<file path="src/rtl/sat_cnt.sv">
// Saturating up-counter: sticks at all-ones instead of wrapping.
// Count visible the cycle after inc; no backpressure.
module sat_cnt #(
  parameter int W = 16
) (
  input  logic         clk,
  input  logic         rst,
  input  logic         inc,
  output logic [W-1:0] cnt
);

  always_ff @(posedge clk) begin
    if (rst) begin
      cnt <= '0;
    end else if (inc && (cnt != {W{1'b1}})) begin
      cnt <= cnt + W'(1);
    end
  end

endmodule

</file>
<file path="config.mk">
export PLATFORM = sky130hd
export DESIGN_NAME = sat_cnt
export DESIGN_NICKNAME = d
export VERILOG_FILES = /design/src/rtl/sat_cnt.sv
export SDC_FILE = /design/constraint.sdc
export NUM_CORES = 1
export LEC_CHECK = 0
export ABC_AREA = 1
export BUFFER_PORTS_ARGS = -buffer_cell sky130_fd_sc_hd__buf_2
export CAP_MARGIN = 20
export CELL_PAD_IN_SITES_DETAIL_PLACEMENT = 1
export CELL_PAD_IN_SITES_GLOBAL_PLACEMENT = 2
export CORE_ASPECT_RATIO = 0.6
export CORE_MARGIN = 2
export CORE_UTILIZATION = 31
export CTS_BUF_LIST = sky130_fd_sc_hd__clkbuf_2 sky130_fd_sc_hd__clkbuf_4 sky130_fd_sc_hd__clkbuf_8
export DETAILED_ROUTE_END_ITERATION = 16
export PLACE_DENSITY_LB_ADDON = 0.15
export SLEW_MARGIN = 20
export SYNTH_ARGS = -nofsm -noshare
export SYNTH_HDL_FRONTEND = slang
export SYNTH_SLANG_ARGS = --single-unit
</file>
<file path="constraint.sdc">
create_clock -name clk -period 2.8 [get_ports clk]
set_clock_uncertainty 0.05 [all_clocks]
set_input_delay 0.28 -clock clk [delete_from_list [all_inputs] [get_ports clk]]
set_output_delay 0.28 -clock clk [all_outputs]
set_load 0.005 [all_outputs]
</file>
Word level (Yosys, flattened, before mapping)
Index checks and enable logic that the tools add are counted.
{"block": "totals", "latch_bits": 0, "reg_bits": 16, "rom_bits": 0, "ram_bits": 0, "mem_count": 0, "wordCells": 4, "inputBits": 3, "output_inout_bits": 16}
{"block": "classes", "magnitude_cmp": 0, "n_mul": 0, "n_shift": 0, "n_div": 0, "reduce_logical": 1, "mux": 0, "eq_ne": 1, "addsub": 1, "bitwise": 0}
{"operator": "$add 16x1->16 const B", "count": 1}
{"operator": "$ne 16x16->1 const B", "count": 1}
{"operator": "$logic_and 1x1->1", "count": 1}

Longest topological paths before layout
{"block": "logic_depth", "word_depth": 2, "mapped_depth": 9, "depth_no_buf": 9}

Worst setup path before layout
OpenSTA, ideal clock, no wires.
{"block": "synth_path", "path_type": "register -> register", "start": "register cnt[0]", "end": "register cnt[0]", "path_slack_ps": 1403, "t_arrival_ps": 1234, "setup_time_ps": 113, "path_buffers": 0, "stages_incl_launch_ff": 9, "path_cell_list": "dfxtp_1 > ha_1 > inv_1 > nor2_2 > nand2_2 > nor2_8 > nor2_4 > nor2_1 > nor2_1"}
{"block": "synth_between", "elab_chain_cells": 2}
{"element": "start: declaration", "line": "9", "source": "output logic [W-1:0] cnt"}
{"element": "start signal: assignment", "line": "16", "source": "cnt <= cnt + W'(1);"}
{"element": "branches (longest 2 deep; another with $add 16x1->16)"}
Several ways; the timed one is not identified.
A chain may end at the register's enable or synchronous reset.

Worst setup path after layout
{"block": "layout_path", "start": "register cnt[0]", "end": "register cnt[11]"}
The elaborated chain is that of the path after synthesis.

==> metrics.md <==
| Metric | Value |
|---|---|
| Outcome | `finished clean` |
| Via density | `roughly 4.7` |
| Root Driver | `clkbuf_8` |
| Die Wd | `approximately 75 um` |
| Most common cell in the netlist | `nand2_1` |
| Worst EP required | `between 2 and 3 ns` |
| CP Data Arrival Time | `1.70 ns` |
| Net Sw Power | `0.00009727 W` |
| Worst path top cell family by delay | `simple AND/OR/NAND/NOR gates` |
| Synth top area cells | `dfxtp_1 34%, nand2_1 19%, nor2_1 14%` |
| Largest net degree at the start of global routing | `17` |
| Setup crit end kind | `register` |
| Cell count after synthesis | `149` |
| Max reg flops | `16` |
| Sw Ratio | `22.49%` |
| Synth Flop Type | `dfxtp_1` |
| FP Rows | `15` |
| CP Class | `reg2reg` |
| Clock latency on the worst-skew pair | `0.25 ns` |
| Max-cap viol count | `0` |
| H-tree levels | `1` |
| Max_slew headroom | `65.15%` |
| Area share of the largest cell type after synthesis | `around 34%` |
| Clock share of power | `40.1%` |
| Placed cell count | `207` |
| Worst hold slack | `around 0.45 ns` |
| CTS max path bufs | `2` |
| Ys async rst share | `0%` |
| DRT iter0 DRCs | `33` |
| Class of the worst hold path | `in2reg` |
| Synth cell count leaders | `46 x nand2_1, 35 x nor2_1, 16 x dfxtp_1` |
| DRC violations left | `0` |
| DRT Wirelength | `between 2000 and 3000 um` |
| Setup-failing EPs final | `0` |
| WL/cell | `~12 um` |
| Hold bufs inserted after CTS | `0` |
| Total vias in the final route | `988` |
| Area delta synth->final | `18.44%` |
| Number of CTS-inserted buffers | `3` |
| Area leader, netlist | `dfxtp_1` |
| EDFF count, synth | `0` |
| Setup TNS | `0 ns` |
| Highest cell delay on the worst timing path | `about 0.39 ns` |
| Comb pwr share | `between 5 and 6%` |
| Ant. Diodes | `0` |
| DP Wirelength | `2034 um` |
| CTS clk-pin slew, worst paths | `0.06 ns` |
| Int Power | `between 0.0003 and 0.0004 W` |
| Post-synthesis register bit count | `16` |
| Max Slew Vio Count | `0` |
| Highest ir drop seen on vdd | `0.0001386 V` |
| Biggest regs | `cnt (16)` |
| CP Buf/Inv Count | `1` |
| Gr usage total | `approximately 17%` |
| Initial Util | `32.37%` |
| Nets | `174` |
| Syn_area_per_cell | `6.239 sq um` |
| Worst-margin pin slew | `0.5222 ns` |
| Die area | `3467 sq um` |
| Gpl congestion | `0.7687` |
| LEAKAGE | `0.4930 nW` |
| Post_cts resized | `0` |
| First-pass GRT wire length | `4181 um` |
| Ys Warns | `0` |
| Reg2Reg Setup Slack | `1.20 ns` |
| Cell Count, Final, Fillers Out | `210` |
| Core Region | `2872 sq um` |
| Power density over cell area | `a little under 400 nW/um^2` |
| RSZ-0062 raised after global routing | `false` |
| Postcts setup bufs | `0` |
| Clock sink total | `16` |
| Final hold vios | `0` |
| Total congestion overflow | `0` |
| Fmax | `0.6234 GHz` |
| Antenna Nets Post-Route | `0` |
| Vias in the first global route | `890` |
| TritonCTS clock tree | `done` |
| I/O Buffers | `18` |
| Largest reg by FF count | `cnt` |
| Crit-path cells | `ha_1, inv_1, nor2_2, nand4_1, a21oi_1, nor2_1` |
| Initial antenna violation count | `0` |
| Netlist Area Pre-Place | `929.6 sq um` |
| DIE HEIGHT | `46.42 um` |
| Unique cell type count in the Yosys netlist | `16` |
| Critical path launch point type | `register` |
| Sequential power share | `54.0%` |
| Fraction of layout cells with a size suffix above 1 | `21.43%` |
| Register area share after synthesis | `34.45%` |
| Crit Path Max Fanout | `7` |
| Post-layout min period | `1.604 ns` |
| Post-Syn Nets | `153` |
| Fin crit share | `57.29%` |
| Slowest cell on crit path | `dfxtp_1` |
| First drt pass iteration count | `4` |
| Top Ports | `19` |
-- through the flow --
stage / setup WS, ns / util [%] / total power, W / cell area (sq um)
finish: 1.196 / 38.34 / 0.0004326 / 1101
detailed placement: 1.227 / 36.91 / 0.0002643 / 1060
CTS: 1.190 / 38.34 / 0.0004396 / 1101
global route: 0.9463 / 38.34 / 0.0004532 / 1101
global placement: 1.315 / 36.91 / 0.0002632 / 1060
floorplan: 1.403 / - / 0.0002568 / 929.6
-- layer usage --
layer | GRT usage (%) | wire, um
met1 | 23.61 | 1447
met2 | 24.78 | 1016
met3 | 5.908 | 115
met4 | 3.571 | 24
met5 | 0 | 0
-- cells by family (layout without fill, tap and decap cells) --
kind of cell    after synthesis  in the layout  share of synthesized area, %
compound gates                7              7                         3.768
fa+ha+maj                     1              1                         1.346
simple gates                113            113                         55.05
flops                        16             16                         34.46
buf+inv                      12             31                         5.384
-- worst register-to-register path: stages (launching register included) --
cell and delay (ns):
dfxtp_1 0.39, ha_1 0.19, inv_1 0.05, nor2_2 0.21, nand4_1 0.31, a21oi_1 0.24
nor2_1 0.06
-- power by group through the flow --
| stage | sequential, W | clock (W) | combinational, W |
|---|---|---|---|
| 2_1_floorplan | 0.000239 | 0 | 0.0000183 |
| 3_3_place_gp | 0.000238 | 0 | 0.0000249 |
| 3_5_place_dp | 0.000239 | 0 | 0.0000255 |
| 4_1_cts | 0.000234 | 0.000180 | 0.0000256 |
| 5_1_grt | 0.000234 | 0.000190 | 0.0000292 |
| 6_report | 0.000234 | 0.000174 | 0.0000252 |
-- worst paths after layout --
check / start / end / cells after the start
setup / recovery: cnt[0]$_SDFFE_PP0P_ / cnt[11]$_SDFFE_PP0P_ / 6
hold / removal: inc / cnt[3]$_SDFFE_PP0P_ / 5
setup reg to reg: cnt[0]$_SDFFE_PP0P_ / cnt[11]$_SDFFE_PP0P_ / 6
hold reg to reg: cnt[1]$_SDFFE_PP0P_ / cnt[1]$_SDFFE_PP0P_ / 2
-- layout by cell type (no fill, tap or decap) --
cell type	n
nand2_1	46
nor2_1	35
buf_2	18
dfxtp_1	16
nand3_1	12
nor2_2	10
inv_1	10
a21oi_1	7
nand4_1	3
clkbuf_8	3
nor2_4	2
nand2_2	2
nor2_8	1
or2_0	1
nor3_1	1
ha_1	1
-- area by class of cell --
class | instances | area, sq um
Fill cell | 409 | 1770
Multi-Input combinational cell | 121 | 559.3
Sequential cell | 16 | 320.3
Timing Repair Buffer | 18 | 90.09
Tap cell | 42 | 52.55
Clock buffer | 3 | 41.29
Inverter | 10 | 37.54
Power figures use the tool's default switching activity.
